===== src/rtl/matmul_controller.sv =====
// Square-matrix multiply sequencer: reads A and B from a synchronous-read memory,
// accumulates C = A x B one element at a time, then streams C out over valid/ready.
module matmul_controller #(
  parameter int DIM    = 3,
  parameter int DATA_W = 32,
  parameter int ACC_W  = 32,
  parameter int ADDR_W = 8,
  parameter int B_BASE = DIM * DIM,
  parameter int SIGNED = 0,
  localparam int NEL   = DIM * DIM,
  localparam int IDX_W = (NEL > 1) ? $clog2(NEL) : 1,
  localparam int CNT_W = (DIM > 1) ? $clog2(DIM) : 1
) (
  input  logic              clk,
  input  logic              reset,
  input  logic              start,
  output logic              busy,
  output logic              done,
  output logic              mem_rd_en,
  output logic [ADDR_W-1:0] mem_rd_addr,
  input  logic [DATA_W-1:0] mem_rd_data,
  output logic [ACC_W-1:0]  out_data,
  output logic [IDX_W-1:0]  out_index,
  output logic              out_last,
  output logic              out_valid,
  input  logic              out_ready
);

  localparam logic [2:0] S_IDLE    = 3'd0;
  localparam logic [2:0] S_FETCH_A = 3'd1;
  localparam logic [2:0] S_FETCH_B = 3'd2;
  localparam logic [2:0] S_MAC     = 3'd3;
  localparam logic [2:0] S_STREAM  = 3'd4;
  localparam logic [2:0] S_DONE    = 3'd5;

  logic [2:0]        r_state;
  logic [CNT_W-1:0]  r_i;
  logic [CNT_W-1:0]  r_j;
  logic [CNT_W-1:0]  r_k;
  logic [IDX_W-1:0]  r_idx;
  logic [DATA_W-1:0] r_a;
  logic [ACC_W-1:0]  r_acc;
  logic [ACC_W-1:0]  r_result [NEL];

  logic [ADDR_W-1:0]   w_aAddr;
  logic [ADDR_W-1:0]   w_bAddr;
  logic [IDX_W-1:0]    w_elemIdx;
  logic [2*DATA_W-1:0] w_aExt;
  logic [2*DATA_W-1:0] w_bExt;
  logic [ACC_W-1:0]    w_prod;
  logic [ACC_W-1:0]    w_accNext;
  logic                w_kLast;
  logic                w_jLast;
  logic                w_iLast;
  logic                w_idxLast;

  assign w_aAddr   = ADDR_W'(int'(r_i) * DIM + int'(r_k));
  assign w_bAddr   = ADDR_W'(B_BASE + int'(r_k) * DIM + int'(r_j));
  assign w_elemIdx = IDX_W'(int'(r_i) * DIM + int'(r_j));

  assign w_kLast   = (r_k == CNT_W'(DIM - 1));
  assign w_jLast   = (r_j == CNT_W'(DIM - 1));
  assign w_iLast   = (r_i == CNT_W'(DIM - 1));
  assign w_idxLast = (r_idx == IDX_W'(NEL - 1));

  // Extending both operands to the full product width makes one unsigned multiply
  // serve both modes; the low bits of the product are identical for signed operands.
  assign w_aExt = (SIGNED != 0) ? {{DATA_W{r_a[DATA_W-1]}}, r_a}
                                : {{DATA_W{1'b0}}, r_a};
  assign w_bExt = (SIGNED != 0) ? {{DATA_W{mem_rd_data[DATA_W-1]}}, mem_rd_data}
                                : {{DATA_W{1'b0}}, mem_rd_data};
  assign w_prod    = ACC_W'(w_aExt * w_bExt);
  assign w_accNext = (r_k == '0) ? w_prod : r_acc + w_prod;

  always_ff @(posedge clk) begin
    if (reset) begin
      r_state <= S_IDLE;
      r_i     <= '0;
      r_j     <= '0;
      r_k     <= '0;
      r_idx   <= '0;
    end else begin
      case (r_state)
        S_IDLE: begin
          if (start) begin
            r_i     <= '0;
            r_j     <= '0;
            r_k     <= '0;
            r_idx   <= '0;
            r_state <= S_FETCH_A;
          end
        end
        S_FETCH_A: r_state <= S_FETCH_B;
        S_FETCH_B: r_state <= S_MAC;
        S_MAC: begin
          if (!w_kLast) begin
            r_k     <= r_k + 1'b1;
            r_state <= S_FETCH_A;
          end else begin
            r_k <= '0;
            if (w_jLast) begin
              r_j <= '0;
              if (w_iLast) begin
                r_i     <= '0;
                r_state <= S_STREAM;
              end else begin
                r_i     <= r_i + 1'b1;
                r_state <= S_FETCH_A;
              end
            end else begin
              r_j     <= r_j + 1'b1;
              r_state <= S_FETCH_A;
            end
          end
        end
        S_STREAM: begin
          if (out_ready) begin
            if (w_idxLast) begin
              r_idx   <= '0;
              r_state <= S_DONE;
            end else begin
              r_idx <= r_idx + 1'b1;
            end
          end
        end
        S_DONE:  r_state <= S_IDLE;
        default: r_state <= S_IDLE;
      endcase
    end
  end

  // Datapath registers and the result buffer carry no reset; every element is
  // rewritten before it can be streamed.
  always_ff @(posedge clk) begin
    if (r_state == S_FETCH_B) begin
      r_a <= mem_rd_data;
    end
    if (r_state == S_MAC) begin
      r_acc <= w_accNext;
      if (w_kLast) begin
        r_result[w_elemIdx] <= w_accNext;
      end
    end
  end

  assign busy        = (r_state != S_IDLE);
  assign done        = (r_state == S_DONE);
  assign mem_rd_en   = (r_state == S_FETCH_A) || (r_state == S_FETCH_B);
  assign mem_rd_addr = (r_state == S_FETCH_A) ? w_aAddr :
                       (r_state == S_FETCH_B) ? w_bAddr : '0;
  assign out_valid   = (r_state == S_STREAM);
  assign out_data    = (r_state == S_STREAM) ? r_result[r_idx] : '0;
  assign out_index   = r_idx;
  assign out_last    = (r_state == S_STREAM) && w_idxLast;

endmodule

===== config.mk =====
export PLATFORM = sky130hd
export DESIGN_NAME = matmul_controller
export DESIGN_NICKNAME = d
export VERILOG_FILES = /design/src/rtl/matmul_controller.sv
export SDC_FILE = /design/constraint.sdc
export NUM_CORES = 2
export LEC_CHECK = 0
export CORE_AREA = 2 2 285 231
export CTS_CLUSTER_DIAMETER = 150
export CTS_CLUSTER_SIZE = 16
export DETAILED_ROUTE_END_ITERATION = 10
export DIE_AREA = 0 0 287 233
export PLACE_DENSITY = 0.66
export SLEW_MARGIN = 15
export SYNTH_ARGS = -nofsm -noshare
export SYNTH_HDL_FRONTEND = slang
export SYNTH_SLANG_ARGS = --single-unit

===== constraint.sdc =====
create_clock -name clk -period 11.12 [get_ports clk]
set_input_delay 1.668 -clock clk [delete_from_list [all_inputs] [get_ports clk]]
set_output_delay 1.668 -clock clk [all_outputs]
set_load 0.01 [all_outputs]

==> After elaboration in Yosys (flattened, before gate mapping) <==
Memory sizes are Yosys's and may differ from the RTL's. A register that Yosys moved wholly into a read port is not among the register bits.
Cells that the tools add are included.
{ "classes": {"n_addsub": 9, "multipliers": 3, "n_eq_ne": 14, "muxes": 30, "n_reduce_logical": 12} }
{ "ops": {"columns": ["cell", "n"], "rows": [
  ["2-to-1 mux 32 bit", 2],
  ["adder 32 bit", 1],
  ["multiplier 32 x 32 -> 32 bit", 1],
  ["2-to-1 mux 4 bit", 5],
  ["2-to-1 mux 3 bit", 6],
  ["case mux 3 bit (5 select lines)", 1],
  ["2-to-1 mux 2 bit", 7],
  ["case mux 2 bit (2 select lines)", 3],
  ["AND reduction 3 bit", 3],
  ["adder 8 x 3 -> 8 bit", 1],
  ["multiplier 2 x 2 -> 4 bit, second input constant", 2],
  ["2-to-1 mux 8 bit", 1],
  ["case mux 4 bit (2 select lines)", 1],
  ["adder 2 x 1 -> 2 bit, second input constant", 3],
  ["adder 5 x 2 -> 6 bit", 1],
  ["== test 2 bit, second input constant", 3],
  ["== test 3 x 2 -> 1 bit, second input constant", 2],
  ["== test 3 bit, second input constant", 2],
  ["2-to-1 mux 6 bit", 1],
  ["inequality test 2 bit, second input constant", 3],
  ["adder 4 x 4 -> 5 bit, first input constant", 1],
  ["adder 4 x 1 -> 4 bit, second input constant", 1],
  ["adder 4 x 2 -> 4 bit", 1],
  ["== test 4 bit, second input constant", 1],
  ["11 further kinds", 15]
]} }
{ "totals": {"ff_bits": 77, "ram_bits": 288, "input_bits": 36, "output_inout_bits": 49, "elab_cells": 76, "mem_count": 1} }
{ "memory_table": {"columns": ["memory", "words", "word_bits", "read_ports", "rd_ports_with_merged_regs", "wr", "line_no", "text"], "rows": [
  ["r_result", 9, 32, 1, 1, 1, "43", "logic [ACC_W-1:0] r_result [NEL];"]
]} }

==> Longest topological paths before layout <==
{ "depth": {"word_depth": 6, "ltp_mapped": 35, "depth_no_buf": 33} }

==> Worst setup path before layout <==
OpenSTA, ideal clock, no wires.
{ "synth_path": {"path_kind": "input -> register", "startpoint": "input port mem_rd_data[3]", "endpoint": "register r_acc[31], data pin", "setup_ps": 255, "t_arrival_ps": 9423, "required_ps": 10865, "slack_ps": 1442, "cell_stages": 33, "n_path_buf": 2, "cell_sequence": "clkbuf_1 > clkbuf_1 > and2_1 > fa_1 > inv_1 > fa_1 > fa_1 > fa_1 > inv_1 > fa_1 > inv_1 > fa_1 > inv_1 > fa_1 > fa_1 > ha_1 > a21o_1 > a21oi_1 > nand3_1 > o21ai_0 > o21bai_1 > a21oi_1 > xnor2_1 > ha_1 > a21o_1 > a21o_1 > a21oi_1 > o21ai_0 > nor3_1 > o21ai_1 > a41oi_1 > mux2i_1 > xnor2_1"} }
{ "synth_via": {"elab_chain_cells": 3} }
{ "synth_rtl": {"columns": ["item", "line_no", "text"], "rows": [
  ["from (decl)", "21", "input logic [DATA_W-1:0] mem_rd_data,"],
  ["multiplier 32 x 32 -> 32 bit (*)", "72", "assign w_prod = ACC_W'(w_aExt * w_bExt);"],
  ["adder 32 bit", "73", "assign w_accNext = (r_k == '0) ? w_prod : r_acc + w_prod;"],
  ["2-to-1 mux 32 bit (*)", "73", null],
  ["net w_accNext[31]", "51", "logic [ACC_W-1:0] w_accNext;"],
  ["to (signal assigned)", "139", "r_acc <= w_accNext;"],
  ["to (decl)", "42", "logic [ACC_W-1:0] r_acc;"]
]} }
The timed path passes the listed nets; every way through them passes the cells marked *.
A chain may end at the register's enable or synchronous reset.

==> Final worst setup path <==
{ "layout_path": {"startpoint": "input port mem_rd_data[6]", "endpoint": "memory r_result[0][31], data pin"} }
{ "layout_via": {"elab_chain_cells": 3} }
{ "layout_rtl": {"columns": ["item", "line_no"], "rows": [
  ["multiplier 32 x 32 -> 32 bit (*)", "72"],
  ["adder 32 bit", "73"],
  ["2-to-1 mux 32 bit (*)", "73"],
  ["net w_accNext[31]", "51"],
  ["to (decl)", "43"]
]} }
Marked as above.

==> key figures <==
Status
  • Status: finished clean

Placement
  • Hpwl dp: 57300 µm
  • Dpl cell area: 33700 µm²
  • GPL Wtd Cong: 0.906
  • PortBufs: 81

GRT
  • First-pass GRT wire length: between 100000 and 150000 µm
  • Largest net degree at the start of global routing: 68
  • Initial antenna violation count: 1
  • Vias in the first global route: 21.5k
  • GRT overflow: 0
  • Total track usage: 0.241

Critical path
  • Crit path max fanout: 13
  • Worst setup EP type: register
  • CP required: 11.38 ns
  • R2R setup slack: 1.46 ns
  • Cell mode on critical path: fa_1
  • Reg2Reg Depth: 32
  • Largest stage delay, worst path: 0.90 ns
  • CP max-delay cell: clkdlybuf4s50_1
  • CP startpoint kind: input pin
  • Critical register-to-register path startpoint: r_a[9]
  • Arr. time, crit path: 10.74 ns
  • Kind of critical path: input pin to register
  • Reg-to-Reg End: r_result[0][31]

Synthesis
  • Synth Register Bits: 369
  • Top cells by count, synth: inv_1 (424), fa_1 (414), edfxtp_1 (352)
  • Ys Warns: 0
  • Synth Area in Adders: 0.330
  • Area fraction of the dominant cell type after synthesis: 0.334
  • Synth top area cells: edfxtp_1 (33%), fa_1 (26%), ha_1 (6.8%)
  • Count of different cell masters after synthesis: 67
  • Largest family of logic cells by synthesized area: adder cells
  • Compound-Gate Fraction of Synth Area: 0.0475
  • Synth Area in XOR/XNOR: 0.0321
  • Top cell type by total area after synthesis: edfxtp_1
  • Mux contribution to synthesized area: 0.0587
  • Synth Instances: approximately 2.8k
  • Most common cell in the netlist: inv_1
  • Syn Std Cell Area: 31700 µm²
  • Avg Cell Area, Syn: 11.5 µm²
  • Async S/R FF share, synth: 0
  • Post-Synth Simple-Gate Area: 0.121
  • Sequential share of the synthesized area: 0.344
  • Number of flops mapped to enable cells by yosys: 352
  • Synth Flop Type: edfxtp_1

Clock network
  • CTS tree: done
  • H-tree levels: 1
  • Post-CTS resize count: 0
  • Root buf cell: clkbuf_16
  • Post-CTS setup buffer count: 0
  • Cts bufs inserted: 27
  • Num Clock Sinks: 369
  • Clock Path Buffers: 3
  • Worst skew pair latency: around 0.61 ns
  • Worst-path clk slew: 0.07 ns
  • Hold buffer count at cts: 0

Detailed routing
  • First DRT Iteration DRCs: 1654
  • DRT Wirelength: 78200 µm
  • Post-route antenna net violation count: 0
  • WL per Instance: 21.3 µm
  • Via count: 20.3k
  • Drt pass-1 iters: 5
  • Vias per Instance: 5.52
  • Drc violations: 0

STA
  • Skew final: 0.0685 ns
  • Hold_ws: around 0.55 ns
  • Finish-stage setup viols: 0
  • Worst Max-Slew Pin Slew: 1.21 ns
  • Final hold vios: 0
  • Crit share post-route: 0.943
  • Final max-slew violation count: 0
  • Max transition margin: 0.196
  • Max Fclk: about 0.095 GHz
  • Setup_tns: 0 ns
  • Post-layout min period: 10.48 ns
  • Unrepaired setup endpoints after global routing: false

Floorplan
  • Chip height: 233 µm
  • Chip width: 287 µm
  • Die area: 66900 µm²
  • Core ar.: 63800 µm²
  • Initial core utilization: 0.497
  • Num ports: 85
  • Num rows: 83

Cells and area
  • Layout cells sized above 1: 0.0720
  • Layout area overhead: 8.67%
  • Final Cell Area: between 30000 and 40000 µm²
  • Nets: between 3k and 4k

Min path
  • Hold Path Depth: 2
  • Class of the worst hold path: register to register
  • Hold_sp: out_index[1]

Flow run
  • Max-cap violations: 0
-- sequential cells by signal (all words and copies together), names as in the netlist, named ones only --
signal	cells
r_result	288
r_state	3
r_j	2
r_i	2
r_acc	32
r_k	2
out_index	4
r_a	32
-- worst max-delay path: cells and delay by family --
family / cells / cell delay, ns
fa+ha+maj: 10 / 4.52
simple gates: 3 / 0.54
compound gates: 11 / 2.07
mux: 1 / 0.12
buf+inv: 5 / 1.11
xor+xnor: 2 / 0.70
-- cell type report --
cell class	count	area, µm²
well taps	850	1060
multi-input cells	1837	18800
flip-flops and latches	369	10900
clock inverters	2	25.0
diodes	3	7.51
fillers	5447	29300
inverters	424	1590
repair buffers	150	1350
clock buffers	38	717
-- routing by layer --
layer  up-vias  track usage  share of wire
li1       8999            -              -
met3        64       0.0356          0.071
met1     10500        0.365           0.46
met2       687        0.375           0.45
met5         -            0              0
met4         0       0.0365          0.013
-- placed cells by master, fill, tap and decap left out, types with 4 or more instances in the layout --
cell and count:
inv_1 424, fa_1 414, edfxtp_1 352, nand2_1 313, and2_1 281, ha_1 172, nor2_1 114, a21oi_1 90
xnor2_1 85, clkdlybuf4s50_1 81, buf_4 67, mux4_2 64, a21o_1 35, mux2i_1 33, xor2_1 31, o21ai_0 27
clkbuf_16 27, nand3_1 16, nor3_1 15, dfxtp_1 13, o21ai_1 12, clkbuf_1 11, a31oi_1 10, and3_1 9
nor2b_1 7, o21a_1 7, o21bai_1 7, a211oi_1 7, mux2_2 7, nand2b_1 6, nor2_4 5, nand4_1 5
o211ai_1 4
-- stage by stage --
stage                     setup WS (ns)  utilization  cells
after CTS                         0.754        0.540   3670
after floorplan                    1.44            -   2760
final                             0.639        0.540   3673
after global placement            0.472        0.528   3630
after detailed placement          0.173        0.528   3630
after global routing              0.215        0.540   3671
-- cell families (layout without fill, tap and decap cells) --
logic type / after synthesis / in the layout
buf+inv: 554 / 614
xor+xnor: 116 / 116
mux: 105 / 105
flops: 369 / 369
fa+ha+maj: 587 / 587
compound gates: 235 / 235
simple gates: 791 / 791
other cells: 1 / 6
-- worst max path at each step --
stage	from	to	slack [ns]	depth (start not counted)
6_report	mem_rd_data[6]	r_result[0][31]	0.64	32
5_1_grt	mem_rd_data[7]	r_result[2][26]	0.22	29
4_1_cts	mem_rd_data[7]	r_result[5][26]	0.75	29
3_5_place_dp	mem_rd_data[7]	r_result[4][23]	0.17	29
3_3_place_gp	mem_rd_data[7]	r_result[0][31]	0.47	32
2_1_floorplan	mem_rd_data[3]	r_acc[31]	1.44	33
Power is not shown: default switching activity piles up to over one toggle a cycle in this logic, so the estimate is an artifact.
